<file path="config.mk">
export PLATFORM = sky130hd
export DESIGN_NAME = cmos_pixel_capture
export DESIGN_NICKNAME = d
export VERILOG_FILES = /design/src/rtl/cmos_pixel_capture.sv
export SDC_FILE = /design/constraint.sdc
export NUM_CORES = 1
export LEC_CHECK = 0
export CELL_PAD_IN_SITES_DETAIL_PLACEMENT = 1
export CELL_PAD_IN_SITES_GLOBAL_PLACEMENT = 1
export CORE_ASPECT_RATIO = 1.4
export CORE_MARGIN = 1.5
export CORE_UTILIZATION = 30
export CTS_CLUSTER_SIZE = 16
export DETAILED_ROUTE_END_ITERATION = 8
export GPL_TIMING_DRIVEN = 0
export PLACE_DENSITY = 0.64
export SKIP_LAST_GASP = 1
export SLEW_MARGIN = 20
export SYNTH_ARGS = -nofsm -noshare
export SYNTH_HDL_FRONTEND = slang
export SYNTH_SLANG_ARGS = --single-unit
</file>
<file path="constraint.sdc">
create_clock -name clk_100 -period 4 [get_ports clk_100]
set_input_delay 0.8 -clock clk_100 [delete_from_list [all_inputs] [get_ports clk_100]]
set_output_delay 0.8 -clock clk_100 [all_outputs]
set_load 0.1 [all_outputs]
</file>
<file path="src/rtl/cmos_pixel_capture.sv">
// cmos_pixel_capture
//   Samples a parallel CMOS camera bus (pclk/href/vsync/db) on clk_100,
//   assembles bytes into pixels, applies frame decimation and a crop
//   window, and presents pixels on a one-deep valid/ready output register.
//
//   State | meaning
//   ------+---------------------------------------------------------
//   IDLE    | capture disabled
//   WAIT_VS | armed, waiting for vsync fall (start of frame)
//   ACTIVE  | capturing the current frame
//   SKIP    | current frame is decimated away
//
// Ports
//   clk_100, rst_n            system clock, async active-low reset
//   cmos_pclk/href/vsync/db   raw camera bus, asynchronous to clk_100
//   enable, decim             capture enable, frames skipped per capture
//   crop_x0/x1/y0/y1          inclusive crop window (pixel/line)
//   pix_data/valid/sof/eol    pixel output, first byte in the MSBs
//   pix_ready                 downstream accept
//   frame_cnt, overflow_cnt   captured frames, dropped pixels
//   busy                      state is not IDLE
//
// BYTES_PER_PIXEL must be 1 or 2.

module cmos_pixel_capture #(
    parameter int BYTES_PER_PIXEL = 2,
    parameter int CNT_W           = 10
) (
    input  logic                         clk_100,
    input  logic                         rst_n,
    input  logic                         cmos_pclk,
    input  logic                         cmos_href,
    input  logic                         cmos_vsync,
    input  logic [7:0]                   cmos_db,
    input  logic                         enable,
    input  logic [3:0]                   decim,
    input  logic [CNT_W-1:0]             crop_x0,
    input  logic [CNT_W-1:0]             crop_x1,
    input  logic [CNT_W-1:0]             crop_y0,
    input  logic [CNT_W-1:0]             crop_y1,
    output logic [8*BYTES_PER_PIXEL-1:0] pix_data,
    output logic                         pix_valid,
    output logic                         pix_sof,
    output logic                         pix_eol,
    input  logic                         pix_ready,
    output logic [15:0]                  frame_cnt,
    output logic [15:0]                  overflow_cnt,
    output logic                         busy
);

    localparam int PW  = 8 * BYTES_PER_PIXEL;
    localparam int BIW = (BYTES_PER_PIXEL > 1) ? $clog2(BYTES_PER_PIXEL) : 1;
    localparam logic [BIW-1:0] LAST_IDX = BIW'(BYTES_PER_PIXEL - 1);

    typedef enum logic [1:0] {IDLE, WAIT_VS, ACTIVE, SKIP} state_t;

    logic             pclk_s1_q, pclk_s2_q;
    logic             href_s1_q, href_s2_q;
    logic             vsync_s1_q, vsync_s2_q;
    logic [7:0]       db_q;

    logic [BIW-1:0]   byte_idx_q;
    logic [BIW-1:0]   lane;
    logic [PW-1:0]    asm_q, asm_d;
    logic [CNT_W-1:0] col_q, row_q;

    state_t           state_q;
    logic [3:0]       skip_cnt_q;
    logic [15:0]      frame_cnt_q;
    logic             sof_pend_q;
    logic             busy_q;
    logic [CNT_W-1:0] cx0_q, cx1_q, cy0_q, cy1_q;

    logic [PW-1:0]    pix_data_q;
    logic             pix_valid_q, pix_sof_q, pix_eol_q;
    logic [15:0]      ovf_q;

    logic pclk_rise, href_fall, vsync_fall, vsync_rise;
    logic cap_byte, pix_done, in_crop, emit;

    // Two-flop synchronisers; data registered once, alongside s1, so the
    // byte seen at a detected pclk rise was sampled with pclk already high.
    always_ff @(posedge clk_100 or negedge rst_n) begin
        if (!rst_n) begin
            pclk_s1_q  <= 1'b0;
            pclk_s2_q  <= 1'b0;
            href_s1_q  <= 1'b0;
            href_s2_q  <= 1'b0;
            vsync_s1_q <= 1'b0;
            vsync_s2_q <= 1'b0;
            db_q       <= '0;
        end else begin
            pclk_s1_q  <= cmos_pclk;
            pclk_s2_q  <= pclk_s1_q;
            href_s1_q  <= cmos_href;
            href_s2_q  <= href_s1_q;
            vsync_s1_q <= cmos_vsync;
            vsync_s2_q <= vsync_s1_q;
            db_q       <= cmos_db;
        end
    end

    assign pclk_rise  = pclk_s1_q & ~pclk_s2_q;
    assign href_fall  = ~href_s1_q & href_s2_q;
    assign vsync_fall = ~vsync_s1_q & vsync_s2_q;
    assign vsync_rise = vsync_s1_q & ~vsync_s2_q;

    assign cap_byte = pclk_rise & href_s1_q & href_s2_q;
    assign pix_done = cap_byte & (byte_idx_q == LAST_IDX);

    // Byte 0 lands in the top lane so the first byte ends up in the MSBs.
    assign lane = LAST_IDX - byte_idx_q;

    always_comb begin
        asm_d              = asm_q;
        asm_d[lane*8 +: 8] = db_q;
    end

    always_ff @(posedge clk_100 or negedge rst_n) begin
        if (!rst_n) begin
            byte_idx_q <= '0;
            asm_q      <= '0;
            col_q      <= '0;
            row_q      <= '0;
        end else begin
            if (href_fall)
                byte_idx_q <= '0;
            else if (cap_byte)
                byte_idx_q <= (byte_idx_q == LAST_IDX) ? '0 : byte_idx_q + 1'b1;
            if (cap_byte)
                asm_q <= asm_d;
            if (href_fall)
                col_q <= '0;
            else if (pix_done && (col_q != '1))
                col_q <= col_q + 1'b1;
            if (vsync_fall)
                row_q <= '0;
            else if (href_fall && (row_q != '1))
                row_q <= row_q + 1'b1;
        end
    end

    assign in_crop = (col_q >= cx0_q) && (col_q <= cx1_q) &&
                     (row_q >= cy0_q) && (row_q <= cy1_q);
    assign emit    = pix_done && (state_q == ACTIVE) && in_crop;

    always_ff @(posedge clk_100 or negedge rst_n) begin
        if (!rst_n) begin
            state_q     <= IDLE;
            skip_cnt_q  <= '0;
            frame_cnt_q <= '0;
            sof_pend_q  <= 1'b0;
            busy_q      <= 1'b0;
            cx0_q       <= '0;
            cx1_q       <= '0;
            cy0_q       <= '0;
            cy1_q       <= '0;
        end else begin
            // Window is frozen for the whole frame.
            if (vsync_fall) begin
                cx0_q <= crop_x0;
                cx1_q <= crop_x1;
                cy0_q <= crop_y0;
                cy1_q <= crop_y1;
            end
            if (emit)
                sof_pend_q <= 1'b0;
            case (state_q)
                IDLE: begin
                    if (enable) begin
                        state_q <= WAIT_VS;
                        busy_q  <= 1'b1;
                    end
                end
                WAIT_VS: begin
                    if (!enable) begin
                        state_q <= IDLE;
                        busy_q  <= 1'b0;
                    end else if (vsync_fall) begin
                        if (skip_cnt_q == 4'd0) begin
                            state_q    <= ACTIVE;
                            skip_cnt_q <= decim;
                            sof_pend_q <= 1'b1;
                        end else begin
                            state_q    <= SKIP;
                            skip_cnt_q <= skip_cnt_q - 4'd1;
                        end
                    end
                end
                ACTIVE, SKIP: begin
                    // Disable only lands at a frame boundary.
                    if (vsync_rise) begin
                        state_q <= enable ? WAIT_VS : IDLE;
                        busy_q  <= enable;
                        if (state_q == ACTIVE)
                            frame_cnt_q <= frame_cnt_q + 16'd1;
                    end
                end
                default: begin
                    state_q <= IDLE;
                    busy_q  <= 1'b0;
                end
            endcase
        end
    end

    // One-deep output register; a new pixel replaces the held one only
    // when the held one is accepted in the same cycle.
    always_ff @(posedge clk_100 or negedge rst_n) begin
        if (!rst_n) begin
            pix_data_q  <= '0;
            pix_valid_q <= 1'b0;
            pix_sof_q   <= 1'b0;
            pix_eol_q   <= 1'b0;
            ovf_q       <= '0;
        end else begin
            if (emit && (!pix_valid_q || pix_ready)) begin
                pix_data_q  <= asm_d;
                pix_valid_q <= 1'b1;
                pix_sof_q   <= sof_pend_q;
                pix_eol_q   <= (col_q == cx1_q);
            end else if (pix_valid_q && pix_ready) begin
                pix_valid_q <= 1'b0;
            end
            if (emit && pix_valid_q && !pix_ready && (ovf_q != 16'hFFFF))
                ovf_q <= ovf_q + 16'd1;
        end
    end

    assign pix_data     = pix_data_q;
    assign pix_valid    = pix_valid_q;
    assign pix_sof      = pix_sof_q;
    assign pix_eol      = pix_eol_q;
    assign frame_cnt    = frame_cnt_q;
    assign overflow_cnt = ovf_q;
    assign busy         = busy_q;

endmodule

</file>
Word level (Yosys, flattened, before mapping) --
Index checks and enable logic that the tools add are counted.
Storage, ports and cells: register bits after elaboration 150, input bits 59, output and inout bits 52, word-level logic and storage cells 114
Operators by class: $add $sub $neg 8, $lt $le $gt $ge 4, equal/unequal tests 11, shift-type cells 2, muxes and demuxes 27, bitwise gates (word level) 11, reduce and logical (&&, ||, !) cells 26
Operators by type and width (count):
- $mux 10 | 4
- $neg 4->34 | 1
- $shift 8x34->16 const A | 1
- $shiftx 8x34->16 | 1
- $add 16x1->16 const B | 2
- $add 10x1->10 const B | 2
- $ge 10x10->1 | 2
- $le 10x10->1 | 2
- $ne 10x10->1 const B | 2
- $bwmux 16 | 1
- $ne 16x16->1 const B | 1
- $mux 1 | 15
- $logic_and 1x1->1 | 12
- $reduce_and 3->1 | 4
- $eq 10x10->1 | 1
- $mux 2 | 4
- $reduce_bool 2->1 | 4
- $and 1x1->1 | 7
- $ne 2x2->1 const B | 3
- $pmux 2 s3 | 1
- $eq 2x2->1 const B | 2
- $logic_not 4->1 | 1
- $mux 4 | 1
- $not 1->1 | 4
- 10 further kinds | 11

Logic depth before layout (Yosys ltp) --
depth in word-level cells 12, depth in mapped cells 11, gate-level depth less buffers 9

Worst setup path after synthesis --
No wires, ideal clock.
path kind register -> register, from register col_q[7], to register pix_data_q[10] (netlist: pix_data[10]), library setup time 128 ps, data arrival time 2778 ps, data required time 3872 ps, setup slack 1094 ps, cell stages (with the launch flop) 11, buffers on the path 2, clock period less this slack 2906 ps, path through dfrtp_1 ha_1 a211oi_2 nor2_1 a2111oi_2 o22ai_1 or4_1 buf_6 nor2_8 buf_4 mux2_1
On the way: cells in the longest elaborated chain, start to end 6, elaborated cells on any way between the ends 7, those cells by class order compare: 2; reduce/logical: 5
Ends and longest elaborated chain:
- start: declaration | line 65 | logic [CNT_W-1:0] col_q, row_q;
- start signal: assignment | line 135 | col_q <= col_q + 1'b1;
- $ge 10x10->1 or $le 10x10->1 (tied branches) | line 143 | assign in_crop = (col_q >= cx0_q) && (col_q <= cx1_q) &&
- $logic_and 1x1->1 * (2 in series) | line 143
- $logic_and 1x1->1 * | line 144 | (row_q >= cy0_q) && (row_q <= cy1_q);
- $logic_and 1x1->1 * | line 145 | assign emit = pix_done && (state_q == ACTIVE) && in_crop;
- $logic_and 1x1->1 * | line 217 | if (emit && (!pix_valid_q || pix_ready)) begin
- end signal: assignment | line 218 | pix_data_q <= asm_d;
- end: declaration | line 74 | logic [PW-1:0] pix_data_q;
Every way passes the cells marked *; elsewhere a longest branch is shown, timed or not. A chain may end at the register's enable or synchronous reset.

Worst setup path in the final report --
from register col_q[7], to register pix_data_q[6] (netlist: pix_data[6])
Same word-level chain as after synthesis.

==> results.cfg <==
[logic_synthesis]
synthAdderAreaFrac_pct = 7.82
syn_inst = 662
synth.cell_area_sq_um = 7200
synth.net_count = 766
ys_ff_latch = 150
synthXorXnorAreaFrac_pct = 5.23
ys_warn_count = 0
yosys.area_share.simple_pct = 14.5
synth_compound_area_share_pct = 7.42
synth_top_family_by_area = simple AND/OR/NAND/NOR gates
yosysSeqAreaShare_pct = 52.1
synth_area_per_cell_sq_um = 10.9
synthArstFlopShare_pct = 100
synth_edf_count = 0
synth_ff_type = dfrtp_1
synth.area.mux_share_pct = 9.34
synthDistinctLibCells = 48

[worst_setup_path]
slowest_stage = or4_1
worstSetupPathType = flip-flop to flip-flop
path_max_fanout = 10
path_cells = ha_1, nand4_1, nor3_1, o22ai_1, or4_1, buf_6, nor2_8, buf_4, mux2_1
end_kind = flip-flop
reg2reg_slack_ns = 0.55
cp.required_ns = 4.31
path_buf_inv = 2
cp.arrival_ns = 3.76
critPathLaunchType = flip-flop
cp_slowest_stage_delay_ns = 0.60
path_delay_family = simple AND/OR/NAND/NOR gates

[power]
ir_drop_mv = 0.290
p_per_area_nw_per_um2 = 424
p_leak_nw = 4.22

[sta]
hold_violations = 0
setup_viol = 0
min_period_ns = 3.45
setup_ws_ns = 0.552
setup_tns_ns = 0
fmax_mhz = 290
post-route-period-util_pct = 86.2
rsz0062_at_grt = false
finClkSkew_ns = 0.0127
tightest_slew_ns = 1.04
maxSlewHeadroom_pct = 30.7
final_max_slew_viol_count = 0

[drt]
viasPerCell = 4.71
drt_iter0_drc = 182
drc = 0
drt-wirelength-per-cell_microns = 15.4
postRouteAntennaNets = 0
wirelength_mm = 17.1
routed-via-count = 5236
dr.pass1.iters = 6

[die]
start_util_pct = 30.8
row_count = 66
die_y_microns = 186
pin_count = 111
die_x_microns = 134
core_area_sq_um = 23400
die-area_sq_um = 25000

[global_routing]
globalRouteMet1Util_pct = 17.7
grt.met3_usage_pct = 3.04
busiest_layer = met2
gr-total-overflow = 0
grt_pass1_vias = 5631
grt_pass1_wl_mm = 29.1
grt_antenna_before_repair = 0
global_route.usage.met2_pct = 25.9
grt_usage_pct = 14.9
grt_max_degree = 90

[clock_tree]
post-cts-setup-buffers = 0
cts_max_level = 4
cts_tree = yes
cts_inserted_buffers = 17
cts.path.max_buffers = 2
clkLatencyLatePin_ns = 0.43
clk_pin_slew_ns = 0.06
clock_sinks = 150
ctsResizeCount = 0
root_buffer = clkbuf_16
hold_buffers = 0

[place]
dpl.hpwl_mm = 12.6
place_area_sq_um = 8750
place_congestion = 0.769
pre_cts_slack_ns = 0.486
io_buffers = 110

[finish]
multi_input_area_sq_um = 3190
diodes = 0
stdcell_area_sq_um = 9290
n_fill_cell = 2595
fin_util_pct = 39.7
final_nets = 897
register_area_sq_um = 3750
drive_gt1_share_pct = 10.2
synthToLayoutAreaGrowth_pct = 28.9

[job]
drv_cap = 0

[run_status]
status = completed

[worst_hold_path]
hp-class = input pin to asynchronous set/reset pin
-- worst paths after layout --
check,startpoint,end,cells after the start
max,col_q[7],pix_data[6],9
max in group asynchronous,rst_n,overflow_cnt[3],3
min reg2reg,vsync_s1_q,vsync_s2_q,0
min,rst_n,cy1_q[3],2
max reg2reg,col_q[7],pix_data[6],9
min in group clk_100,vsync_s1_q,vsync_s2_q,0
-- kinds of logic after synthesis --
group,Yosys count
compound gates,91
xor+xnor,43
fa+ha+maj,45
buf+inv,64
flops,150
mux,60
simple gates,209
-- synthesized netlist by cell type, drive strengths merged (13+ instances only) --
| cell type | count | area (sq um) |
|---|---|---|
| nor3 | 13 | 70.1 |
| xor2 | 29 | 254 |
| ha | 45 | 563 |
| nand3 | 17 | 85.1 |
| inv | 47 | 176 |
| xnor2 | 14 | 123 |
| o21ai | 50 | 250 |
| dfrtp | 150 | 3750 |
| a21oi | 19 | 95.1 |
| nand4 | 19 | 119 |
| nand2 | 78 | 293 |
| mux2 | 58 | 653 |
| nor2 | 39 | 163 |
-- area by class of cell --
cell class | count | share of cell area (%)
tap | 306 | 4.12
multi-input combinational | 448 | 34.4
timing repair buffer | 112 | 12.5
clock inverter | 11 | 0.849
sequential | 150 | 40.4
inverter | 47 | 1.90
clock buffer | 21 | 4.96
buffer | 17 | 0.889
-- layout by cell type, fill, tap and decap left out, types with 12 or more instances in the layout --
cell / instances
mux2_1: 21
nand3_1: 17
xor2_1: 29
ha_1: 45
nor2_1: 38
o21ai_0: 48
clkbuf_1: 14
dfrtp_1: 150
nand4_1: 19
inv_1: 47
nand2_1: 78
mux2_2: 37
xnor2_1: 14
clkdlybuf4s50_1: 109
clkbuf_16: 17
a21oi_1: 19
nor3_1: 12
-- flip-flops by register name, summed over array words and instances (netlist names), 2 cells and up --
name,count
cx1_q,10
overflow_cnt,16
skip_cnt_q,4
frame_cnt,16
db_q,8
pix_data,16
col_q,10
state_q,2
cy0_q,10
asm_q,16
row_q,10
cx0_q,10
cy1_q,10
-- report_power, final --
| group | internal [mW] | switching, mW |
|---|---|---|
| clock | 0.824 | 0.650 |
| sequential | 1.68 | 0.101 |
| combinational | 0.288 | 0.395 |
| total | 2.79 | 1.15 |
-- stage by stage --
step | std cells | power [mW] | hold slack [ns]
after global routing | 1112 | 4.16 | 0.371
after detailed placement | 1080 | 2.50 | 0.398
after floorplan | 662 | 2.24 | 0.367
after CTS | 1112 | 4.01 | 0.390
after global placement | 1078 | 2.47 | 0.385
final | 1112 | 3.93 | 0.341
-- routing by layer --
layer  vias to the layer above  share of wire (%)
li1                       2549                  -
met1                      2583                 43
met4                         0                1.6
met5                         -                  0
met3                        18                2.8
met2                        86                 52
(Power assumes the default switching activity.)
